**config.mk**
```make
export PLATFORM = sky130hd
export DESIGN_NAME = gpio_irq_subunit10
export DESIGN_NICKNAME = d
export VERILOG_FILES = /design/src/rtl/gpio_irq_pkg10.sv /design/src/rtl/gpio_debounce10.sv /design/src/rtl/gpio_irq_subunit10.sv
export SDC_FILE = /design/constraint.sdc
export NUM_CORES = 1
export LEC_CHECK = 0
export ABC_AREA = 1
export CAP_MARGIN = 20
export CORE_MARGIN = 2
export CORE_UTILIZATION = 54
export CTS_CLUSTER_SIZE = 40
export DETAILED_ROUTE_END_ITERATION = 8
export PLACE_DENSITY = 0.9
export SLEW_MARGIN = 10
export SYNTH_ARGS = -nofsm -noshare
export SYNTH_HDL_FRONTEND = slang
export SYNTH_SLANG_ARGS = --single-unit
```
**constraint.sdc**
```tcl
create_clock -name pclk10 -period 1.4 [get_ports pclk10]
set_input_delay 0.28 -clock pclk10 [delete_from_list [all_inputs] [get_ports pclk10]]
set_output_delay 0.28 -clock pclk10 [all_outputs]
set_load 0.03 [all_outputs]
```
**src/rtl/gpio_irq_pkg10.sv**
```systemverilog
// GPIO interrupt subunit shared definitions: register map,
// reset values, TYPE/POL encodings and the trigger helper.
package gpio_irq_pkg10;

  localparam logic [5:0] ADDR_DIR    = 6'h04;
  localparam logic [5:0] ADDR_OE     = 6'h08;
  localparam logic [5:0] ADDR_OUT    = 6'h0C;
  localparam logic [5:0] ADDR_IN     = 6'h10;
  localparam logic [5:0] ADDR_MASK   = 6'h14;
  localparam logic [5:0] ADDR_TYPE   = 6'h18;
  localparam logic [5:0] ADDR_POL    = 6'h1C;
  localparam logic [5:0] ADDR_STATUS = 6'h20;
  localparam logic [5:0] ADDR_DBLIM  = 6'h24;

  localparam logic RST_BIT = 1'b0;

  localparam logic TYPE_LEVEL = 1'b0;
  localparam logic TYPE_EDGE  = 1'b1;
  localparam logic POL_LOW    = 1'b0;
  localparam logic POL_HIGH   = 1'b1;

  function automatic logic trig_bit(
    input logic typ,
    input logic pol,
    input logic cur,
    input logic prev
  );
    if (typ == TYPE_EDGE)
      return (cur == pol) && (cur != prev);
    return (cur == pol);
  endfunction

endpackage

```
**src/rtl/gpio_debounce10.sv**
```systemverilog
// Single-pin debouncer. Ports: pclk10, n_reset10, sync_in (synchronised pin),
// in_q (current IN bit), dblim, filt_out (next IN bit). Macro: GPIO_DEBOUNCE_EN.
module gpio_debounce10
  import gpio_irq_pkg10::*;
#(
  parameter int DB_W = 8
) (
  input  logic            pclk10,
  input  logic            n_reset10,
  input  logic            sync_in,
  input  logic            in_q,
  input  logic [DB_W-1:0] dblim,
  output logic            filt_out
);

`ifdef GPIO_DEBOUNCE_EN
  logic [DB_W-1:0] cnt;
  logic            diff;

  // A 1-bit input that changes while differing from IN becomes equal
  // to IN, so clearing on !diff also restarts on any change.
  assign diff = sync_in ^ in_q;

  always_ff @(posedge pclk10 or negedge n_reset10) begin
    if (!n_reset10)
      cnt <= {DB_W{RST_BIT}};
    else if (!diff)
      cnt <= {DB_W{RST_BIT}};
    else if (cnt != {DB_W{1'b1}})
      cnt <= cnt + 1'b1;
  end

  // cnt holds (cycles different - 1), so release after dblim+1 cycles.
  assign filt_out = (diff && (cnt >= dblim)) ? sync_in : in_q;
`else
  logic unused_db;
  assign unused_db = ^{pclk10, n_reset10, in_q, dblim};
  assign filt_out  = sync_in;
`endif

endmodule

```
**src/rtl/gpio_irq_subunit10.sv**
```systemverilog
// GPIO block with synchroniser, optional debounce and per-pin interrupts.
// Ports: pclk10/n_reset10, read/write/addr/wdata10/rdata10 register bus,
// pin_in10, tri_state_enable10, pin_out10, pin_oe_n10, interrupt10, irq_any.
// Macro GPIO_DEBOUNCE_EN enables the debouncer and the DBLIM register.
module gpio_irq_subunit10
  import gpio_irq_pkg10::*;
#(
  parameter int WIDTH       = 16,
  parameter int SYNC_STAGES = 2,
  parameter int DB_W        = 8
) (
  input  logic             pclk10,
  input  logic             n_reset10,
  input  logic             read,
  input  logic             write,
  input  logic [5:0]       addr,
  input  logic [WIDTH-1:0] wdata10,
  input  logic [WIDTH-1:0] pin_in10,
  input  logic [WIDTH-1:0] tri_state_enable10,
  output logic [WIDTH-1:0] rdata10,
  output logic [WIDTH-1:0] pin_out10,
  output logic [WIDTH-1:0] pin_oe_n10,
  output logic [WIDTH-1:0] interrupt10,
  output logic             irq_any
);

  localparam logic [WIDTH-1:0] RST_W = {WIDTH{RST_BIT}};

  logic [WIDTH-1:0] sync_q [SYNC_STAGES];
  logic [WIDTH-1:0] dir_q, oe_q, out_q, mask_q;
  logic [WIDTH-1:0] type_q, pol_q, stat_q;
  logic [WIDTH-1:0] in_q, prev_q, db_out;
  logic [WIDTH-1:0] trig, rd_mux;
  logic [DB_W-1:0]  dblim_q;
  logic             clr;

  always_ff @(posedge pclk10 or negedge n_reset10) begin
    if (!n_reset10) begin
      for (int i = 0; i < SYNC_STAGES; i++)
        sync_q[i] <= RST_W;
    end else begin
      sync_q[0] <= pin_in10;
      for (int i = 1; i < SYNC_STAGES; i++)
        sync_q[i] <= sync_q[i-1];
    end
  end

  for (genvar g = 0; g < WIDTH; g++) begin : g_db
    gpio_debounce10 #(
      .DB_W(DB_W)
    ) u_db (
      .pclk10   (pclk10),
      .n_reset10(n_reset10),
      .sync_in  (sync_q[SYNC_STAGES-1][g]),
      .in_q     (in_q[g]),
      .dblim    (dblim_q),
      .filt_out (db_out[g])
    );
  end

`ifdef GPIO_DEBOUNCE_EN
  always_ff @(posedge pclk10 or negedge n_reset10) begin
    if (!n_reset10)
      dblim_q <= {DB_W{RST_BIT}};
    else if (write && (addr == ADDR_DBLIM))
      dblim_q <= DB_W'(wdata10);
  end
`else
  assign dblim_q = {DB_W{RST_BIT}};
`endif

  always_comb begin
    trig = RST_W;
    for (int i = 0; i < WIDTH; i++)
      trig[i] = dir_q[i] &
        trig_bit(type_q[i], pol_q[i], in_q[i], prev_q[i]);
  end

  assign clr = read && (addr == ADDR_STATUS);

  always_ff @(posedge pclk10 or negedge n_reset10) begin
    if (!n_reset10) begin
      dir_q  <= RST_W;
      oe_q   <= RST_W;
      out_q  <= RST_W;
      mask_q <= RST_W;
      type_q <= RST_W;
      pol_q  <= RST_W;
      stat_q <= RST_W;
      in_q   <= RST_W;
      prev_q <= RST_W;
    end else begin
      in_q   <= db_out;
      prev_q <= in_q;
      // Set dominates clear so a live level source re-arms at once.
      stat_q <= (stat_q & ~{WIDTH{clr}}) | trig;
      if (write) begin
        unique case (addr)
          ADDR_DIR:  dir_q  <= wdata10;
          ADDR_OE:   oe_q   <= wdata10;
          ADDR_OUT:  out_q  <= wdata10;
          ADDR_MASK: mask_q <= wdata10;
          ADDR_TYPE: type_q <= wdata10;
          ADDR_POL:  pol_q  <= wdata10;
          default: ;
        endcase
      end
    end
  end

  always_comb begin
    rd_mux = RST_W;
    unique case (addr)
      ADDR_DIR:    rd_mux = dir_q;
      ADDR_OE:     rd_mux = oe_q;
      ADDR_OUT:    rd_mux = out_q;
      ADDR_IN:     rd_mux = in_q;
      ADDR_MASK:   rd_mux = mask_q;
      ADDR_TYPE:   rd_mux = type_q;
      ADDR_POL:    rd_mux = pol_q;
      ADDR_STATUS: rd_mux = stat_q;
      ADDR_DBLIM:  rd_mux = WIDTH'(dblim_q);
      default:     rd_mux = RST_W;
    endcase
  end

  always_ff @(posedge pclk10 or negedge n_reset10) begin
    if (!n_reset10)
      rdata10 <= RST_W;
    else
      rdata10 <= read ? rd_mux : RST_W;
  end

  assign pin_out10   = out_q;
  assign pin_oe_n10  = ~(oe_q & ~dir_q) | tri_state_enable10;
  assign interrupt10 = stat_q & mask_q;
  assign irq_any     = |interrupt10;

endmodule

```
# Word level (Yosys, flattened, before mapping)
# Cells that the tools add are included.
# classes
bitwise	24
n_mux	50
reduce_logical	24
eq_ne	40
# op_table
cell	count
one-hot mux 16 bit (8 select lines)	1
AND 16 bit	3
two-way mux 1 bit	48
inverter 16 bit	3
OR 16 bit	2
equality test 6 x 5 -> 1 bit, second input constant	4
logical AND 1 bit	17
AND 1 bit	16
equality test 1 bit	16
two-way mux 16 bit	1
!= test 1 bit	16
OR reduction 16 bit	1
equality test 6 x 4 -> 1 bit, second input constant	2
AND reduction 2 bit	6
equality test 6 x 3 -> 1 bit, second input constant	1
equality test 6 bit, second input constant	1
# totals
regBits	192
word_cells	150
input_bits	58

# Longest topological paths before layout
# Gate-level depths: netlist of the first run.
# logic_depth
word_depth	6
mapped_depth	8

# Cells and area by module
# A second synthesis of the first run with hierarchy kept.
# hier_totals
hier_cells	899
hier_area_um2	8146.6
# by_module_without_submodules
module	area_per_inst_um2	n_inst	seq_area_each_um2	cells_each
gpio_irq_subunit10	8026.4	1	4804.6	883
gpio_debounce10	7.5	16	0.0	1

# Worst setup path before layout of the first run
# OpenSTA, ideal clock, no wires.
# synth_path
path_type	reg2out
startpoint	register mask_q[9]
endpoint	output irq_any
t_arrival_ns	1.150
stages_incl_launch_ff	5
path_buffers	0
required_time_ns	1.120
slack_ns	-0.030
cell_sequence	dfrtp_1 -> nand2_1 -> inv_1 -> nor4_1 -> nand3_1
# synth_between
elab_chain_len	2
# synth_rtl
item	line	rtl
start: declaration	gpio_irq_subunit10.sv:30	logic [WIDTH-1:0] dir_q, oe_q, out_q, mask_q;
start signal: assignment	gpio_irq_subunit10.sv:102	ADDR_MASK: mask_q <= wdata10;
AND 16 bit	gpio_irq_subunit10.sv:136	assign interrupt10 = stat_q & mask_q;
via interrupt10[9]	gpio_irq_subunit10.sv:23	output logic [WIDTH-1:0] interrupt10,
OR reduction 16 bit	gpio_irq_subunit10.sv:137	assign irq_any = |interrupt10;
end: declaration	gpio_irq_subunit10.sv:24	output logic irq_any
# The timed path passes the listed nets, and every way through them passes these cells.

# Worst setup path in the final report of the first run
# layout_path
startpoint	register mask_q[14]
endpoint	output irq_any
# layout_between
elab_chain_len	2
# layout_rtl
item	line
AND 16 bit	gpio_irq_subunit10.sv:136
OR reduction 16 bit	gpio_irq_subunit10.sv:137
# Every way passes these cells.

==> results of run 1 <==
## worst max-delay path: stages (launching register included)
cell     delay (ns)
dfrtp_1        0.39
nand2_1        0.10
inv_2          0.06
nor4_4         0.33
buf_4          0.17
nand3_2        0.06
buf_6          0.15
## cell usage in the layout, fill, tap and decap left out, types with 4 or more instances in the layout
| cell type | n |
|---|---|
| buf_6 | 46 |
| buf_4 | 140 |
| a21oi_1 | 32 |
| clkdlybuf4s15_2 | 14 |
| buf_12 | 29 |
| o21ai_0 | 93 |
| nand2_2 | 9 |
| bufinv_16 | 4 |
| inv_1 | 37 |
| or3b_4 | 16 |
| nand4_1 | 34 |
| o21ai_1 | 34 |
| nand3_1 | 99 |
| clkbuf_16 | 17 |
| nor2_4 | 6 |
| buf_2 | 13 |
| dlymetal6s2s_1 | 4 |
| nand2_1 | 202 |
| nor2_1 | 32 |
| dfrtp_1 | 192 |
| a211oi_1 | 16 |
| clkinvlp_4 | 4 |
| clkdlybuf4s50_1 | 49 |
| inv_2 | 18 |
## routing by layer
metal  GRT usage, %  vias up  share of wire [%]
li1               -     3523                  -
met1          38.95     3867                 34
met2          56.31      687                 50
met3          6.967      182                9.5
met4          20.69        0                5.6
met5              0        -                  0
## power groups by stage
stage | sequential [uW] | combinational (uW) | clock, uW
3_3_place_gp | 6560 | 2550 | 0
5_1_grt | 6590 | 3370 | 5470
3_5_place_dp | 6590 | 2650 | 0
4_1_cts | 6510 | 2970 | 5210
2_1_floorplan | 6650 | 981 | 0
6_report | 6550 | 3180 | 5190
## area by class of cell
type	instances	area [um^2]	share of cell area (%)
timing repair buffer	305	3068	25.81
inverter	55	206.4	1.737
sequential	192	4805	40.42
clock buffer	17	425.4	3.579
clock inverter	15	207.7	1.747
multi-input combinational	585	2944	24.77
tap	184	230.2	1.937
## cell usage after synthesis, types with 8 or more instances
library cell,number,area share (%)
o21ai_0,97,6.1
inv_1,54,2.5
a211oi_1,16,1.5
o21ai_1,31,1.9
nand4_1,34,2.7
nor2_1,35,1.6
nand2_1,212,9.9
buf_2,8,0.50
or3b_2,16,1.7
a21oi_1,32,2.0
clkbuf_1,34,1.6
dfrtp_1,192,60
nand3_1,104,6.5
## cell families (layout without fill, tap and decap cells)
| group | count (synthesis) | count (layout) |
|---|---|---|
| compound gates | 176 | 176 |
| buf+inv | 105 | 392 |
| flops | 192 | 192 |
| simple gates | 409 | 409 |
## path summary, 6_finish.rpt
path                       cells after the start    endpoint  slack [ns]
setup reg to reg                               7  rdata10[7]        0.13
hold / removal                                 1  sync_q[25]        0.28
max in group asynchronous                      3   type_q[9]        0.50
min in group asynchronous                      2  rdata10[1]        0.33
setup / recovery                               6     irq_any       -0.58
hold reg to reg                                0   sync_q[9]        0.35
## through the flow
stage,util (%),total power (uW),instance area [um^2]
floorplan,-,7632,8029
global placement,72.96,9114,10600
detailed placement,72.96,9241,10600
CTS,80.65,14690,11720
global route,81.78,15430,11890
finish,81.78,14920,11890
## what timing repair did
item                                    in CTS  in global routing
setup buffers                               23                 22
endpoints found under the hold margin       33                  0
endpoints found under the setup margin     124                139
pin swaps                                   24                  9
gates resized for setup                    300                 25
hold buffers                                 1                  0
gates cloned                                 2                  0
==> summary.txt, run 1 <==
post-synthesis cell count - 882
Worst Hold Class - in -> reg
vias per cell - 6.104
DR pass1 iterations - 9
Filler cells - 769
max FFs per register - 32
power per standard cell area - 1255 nW/um^2
Req. time, crit path - 1.12 ns
grt ovf - 0
Slew headroom - 69.62%
core box area - 14530 um^2
clock slew at reported path FFs - 0.07 ns
RePlAce Congestion - 0.8717
HPWL Detailed - 15620 um
crit path launch - mask_q[14]
Crit path arrival time - 1.70 ns
reg-to-reg startpoint - stat_q[7]
Starting Density - 55.12%
Max VDD drop - 0.9502 mV
Top reg by flops - sync_q
layout cells sized above 1 - 29.17%
violation count after the first detailed-route iteration - 1199
area delta synth->final - 48.37%
Int Pwr - 10660 uW
setup ws final - -0.5751 ns
largest net degree at the start of global routing - 50
H-tree Lvls - 4
max-cap violation count - 0
All-Layer GR Usage - 33.26%
CP endpoint kind - primary output
max-slew violations - 0
diode count - 0
vias in the first global route - 8246
crit path kind - reg -> out
number of port buffers - 122
ANT nets after route - 0
IO Pins - 123
Yosys cell types - 19
P_sw - 4263 uW
asr flop ratio synth - 100.0%
Die Ht - 125.8 um
placed instance count - 1279
CP max FO - 2
Post-synth top flop - dfrtp_1
sequential fraction of the synthesis area - 59.97%
mux cell area share after synthesis - 0%
Seq pwr share - 43.9%
Mapped Avg Cell Area - 9.083 um^2
clock network fraction of total power - 34.8%
Compound-Gate Fraction of Synth Area - 11.49%
flops & latches, synth - 192
Fmax - 0.5063 GHz
Min Clock Period, post-route - 1.975 ns
drt total wl - 26950 um
CTS Sinks - 192
CTS root buffer - clkbuf_16
initial antenna violation count - 0
worst-margin pin slew - 0.4549 ns
Total Die Area - 15830 um^2
Post-Syn Area - 8011 um^2
unrepaired setup endpoints after global routing - true
Final nets - 1214
setup violators final - 30
Post-Syn Nets - 940
routed vias - 8259
row count - 44
Final Hold Vio Count - 0
Max Root-Sink Buffers - 2
Post-synth EDFFs - 0
WL per Instance - 19.92 um
CP startpoint kind - flop
failing checks - negative setup slack
pre-CTS setup slack - -0.6152 ns
Gate power share - 21.3%
TritonCTS buffer count - 17
latest clock arrival within the worst-skew pair - 0.44 ns
adder and majority gate portion of the synthesized area - 0%
# DRC - 0
Hold Crit Start - pin_in10[9]
simple-gate area share of the yosys netlist - 23.16%
YS warnings - 0
status - finished, violations left
Sw Share - 28.57%
fin crit share - 141.1%
Pleak - 0.005825 uW
WHS - 0.2774 ns
Finished Layout Cells - 1353
Clock Skews - 0.008719 ns
Die Wd - 125.8 um
Synth Area in XOR/XNOR - 0%
global-route wire length before repair - 41230 um
Fin Setup TNS - -5.243 ns
clock tree from TritonCTS - yes
largest family of logic cells by synthesized area - simple AND/OR/NAND/NOR gates
Note: power is estimated with default switching activity, not from simulation.
==> run 2, diff against run 1 <==
--- a/config.mk
+++ b/config.mk
@@ -7,11 +7,12 @@
 export LEC_CHECK = 0
 export ABC_AREA = 1
 export CAP_MARGIN = 20
-export CORE_MARGIN = 2
+export CORE_MARGIN = 4
 export CORE_UTILIZATION = 54
 export CTS_CLUSTER_SIZE = 40
 export DETAILED_ROUTE_END_ITERATION = 8
-export PLACE_DENSITY = 0.9
+export GPL_ROUTABILITY_DRIVEN = 1
+export PLACE_DENSITY = 0.85
 export SLEW_MARGIN = 10
 export SYNTH_ARGS = -nofsm -noshare
 export SYNTH_HDL_FRONTEND = slang
==> run 2 against run 1 <==
The run still ends with negative setup slack left. Via count shrank 1.7%. Sequential share of layout area grew 0.50 points. Clock skew grew 0.0012 ns. Final cell count grew 0.67%. Non-clock buffer count grew 8. Total power shrank 4.2%. Worst hold slack gained 0.0031 ns. Register-to-register slack lost 0.06 ns. Highest routed layer unchanged.
==> summary.txt, run 2 (same netlist as run 1, synthesis figures left out) <==
status - finished, violations left
failing checks - negative setup slack
CTS root buffer - clkbuf_16
Die Ht - 129.8 um (+3.2%)
initial antenna violation count - 1 (+1)
WHS Path Cells - 1 (unchanged)
Die Wd - 129.8 um (+3.2%)
Max Root-Sink Buffers - 2 (unchanged)
max-slew violations - 0 (unchanged)
HPWL Detailed - 15930 um (+2.0%)
number of port buffers - 122 (unchanged)
WL per Instance - 19.07 um (-4.3%)
unrepaired setup endpoints after global routing - true
Max VDD drop - 1.055 mV (+11%)
Hold Path End - sync_q[27]
Total Die Area - 16850 um^2 (+6.5%)
Final nets - 1222 (+0.66%)
vias in the first global route - 7839 (-4.9%)
setup ws final - -0.5651 ns (+0.009971 ns)
routed vias - 8115 (-1.7%)
clock slew at reported path FFs - 0.06 ns (about the same)
layout cells sized above 1 - 29.57% (+0.40 points)
max-cap violation count - 0 (unchanged)
global-route wire length before repair - 38360 um (-7.0%)
met3 GRT Util - 6.386% (-0.58 points)
# DRC - 0 (unchanged)
fin crit share - 140.4% (-0.71 points)
Top Family by Delay on Critical Path - simple AND/OR/NAND/NOR gates
Slew headroom - 74.19% (+4.6 points)
grt ovf - 0 (unchanged)
Crit Reg-Reg Endpoint - rdata10[1]
Pleak - 0.005785 uW (-0.68%)
GRT busiest layer - met2
drt total wl - 25970 um (-3.7%)
setup violators final - 32 (+6.7%)
Fmax - 0.5089 GHz (+0.51%)
Slowest cell on crit path - dfrtp_1
vias per cell - 5.958 (-2.4%)
Reg2Reg Depth - 7 (unchanged)
DR pass1 iterations - 6 (-3)
max FFs per register - 32 (unchanged)
clock tree from TritonCTS - yes
commonest non-fill, non-tap cells in the layout - nand2_1, dfrtp_1, buf_4
Top reg by flops - sync_q
power per standard cell area - 1218 nW/um^2 (-3.0%)
Fin Setup TNS - -5.164 ns (+0.07870 ns)
met1 usage - 36.38% (-2.6 points)
core box area - 14530 um^2 (unchanged)
latest clock arrival within the worst-skew pair - 0.43 ns (about the same)
Worst Hold Class - in -> reg
CP Cell Sequence - nand2_2 > nand4_1 > nor2_2 > nand3_2 > buf_6
RePlAce Congestion - 0.8812 (+1.1%)
met2 Use GR - 50.29% (-6.0 points)
CP startpoint kind - flop
Min Clock Period, post-route - 1.965 ns (-0.009971 ns)
crit path kind - reg -> out
CP max FO - 2 (unchanged)
final core occ - 80.79% (-0.99 points)
TritonCTS buffer count - 17 (unchanged)
row count - 44 (unchanged)
R2R setup slack - 0.07 ns (-0.06 ns)
area delta synth->final - 46.57%
All-Layer GR Usage - 29.43% (-3.8 points)
worst-margin pin slew - 0.3872 ns (-0.06770 ns)
reg-to-reg startpoint - dir_q[1]
Crit path arrival time - 1.69 ns (about the same)
Hold Crit Start - pin_in10[11]
Buf/Inv on CP - 1 (-2)
violation count after the first detailed-route iteration - 1127 (-6.0%)
Clock Skews - 0.009893 ns (+0.001174 ns)
largest net degree at the start of global routing - 41 (-18%)
ANT nets after route - 0 (unchanged)
H-tree Lvls - 4 (unchanged)
IO Pins - 123 (unchanged)
CP max stage delay - 0.42 ns (+0.03 ns)
Final Hold Vio Count - 0 (unchanged)
most common cell after layout, fill and taps aside - nand2_1
Req. time, crit path - 1.12 ns (about the same)
CTS Sinks - 192 (unchanged)
CP endpoint kind - primary output
Starting Density - 55.12% (unchanged)
## run 2: changes by cell type in the layout (fill, tap and decap cells not counted), moves of 3 or more
cell	previous run	this run
buf_4	140	155
clkbuf_8	1	4
o21ai_1	34	38
clkinv_2	1	5
buf_6	46	50
bufinv_16	4	1
inv_6	3	0
o21ai_0	93	90
buf_12	29	20
## run 2: how the worst max path moves through the flow
| stage | from | endpoint | cells past startpoint |
|---|---|---|---|
| 2_1_floorplan | mask_q[9] | irq_any | 4 |
| 3_3_place_gp | tri_state_enable10[12] | pin_oe_n10[12] | 3 |
| 3_5_place_dp | tri_state_enable10[13] | pin_oe_n10[13] | 3 |
| 4_1_cts | stat_q[2] | irq_any | 5 |
| 5_1_grt | mask_q[0] | irq_any | 5 |
| 6_report | mask_q[0] | irq_any | 5 |
## run 2: per-layer routing
layer / share of wire (%) / routed length [um] / up-vias
li1: - / - / 3535
met1: 37 / 9479 / 3893
met2: 50 / 12950 / 564
met3: 9.4 / 2436 / 123
met4: 4.2 / 1097 / 0
met5: 0 / 0 / -
## run 2: through the flow
| step | instances | power, uW | setup WS, ns | hold slack [ns] | area, um^2 |
|---|---|---|---|---|---|
| finish | 1362 | 14300 | -0.5651 | 0.2805 | 11740 |
| global route | 1362 | 14850 | -0.6259 | 0.2596 | 11740 |
| CTS | 1334 | 14050 | -0.4946 | 0.2707 | 11450 |
| detailed placement | 1278 | 9214 | -0.6410 | 0.2434 | 10490 |
| global placement | 1278 | 9106 | -0.5836 | 0.2408 | 10490 |
| floorplan | 882 | 7632 | 0.02257 | -0.01559 | 8029 |
## run 2: layout make-up
type / instances / area (um^2)
diodes: 1 / 2.502
clock buffers: 22 / 474.2
clock inverters: 10 / 86.33
fillers: 848 / 2791
inverters: 55 / 206.4
multi-input cells: 585 / 2940
flip-flops and latches: 192 / 4805
well taps: 184 / 230.2
repair buffers: 313 / 2998
## run 2: where the power goes
group          switching (uW)  total (uW)  internal [uW]
clock network            2010        4590           2580
logic                    1610        3190           1580
registers                 433        6530           6100
total                    4050       14300          10300
## run 2: timing repair
action / CTS / global route
setup endpoints to repair: 148 / 133
pin swaps: 30 / 15
hold buffers: 1 / 0
gates cloned: 0 / 3
buffers inserted: 25 / 30
hold endpoints to repair: 31 / 0
gates resized for setup: 289 / 45
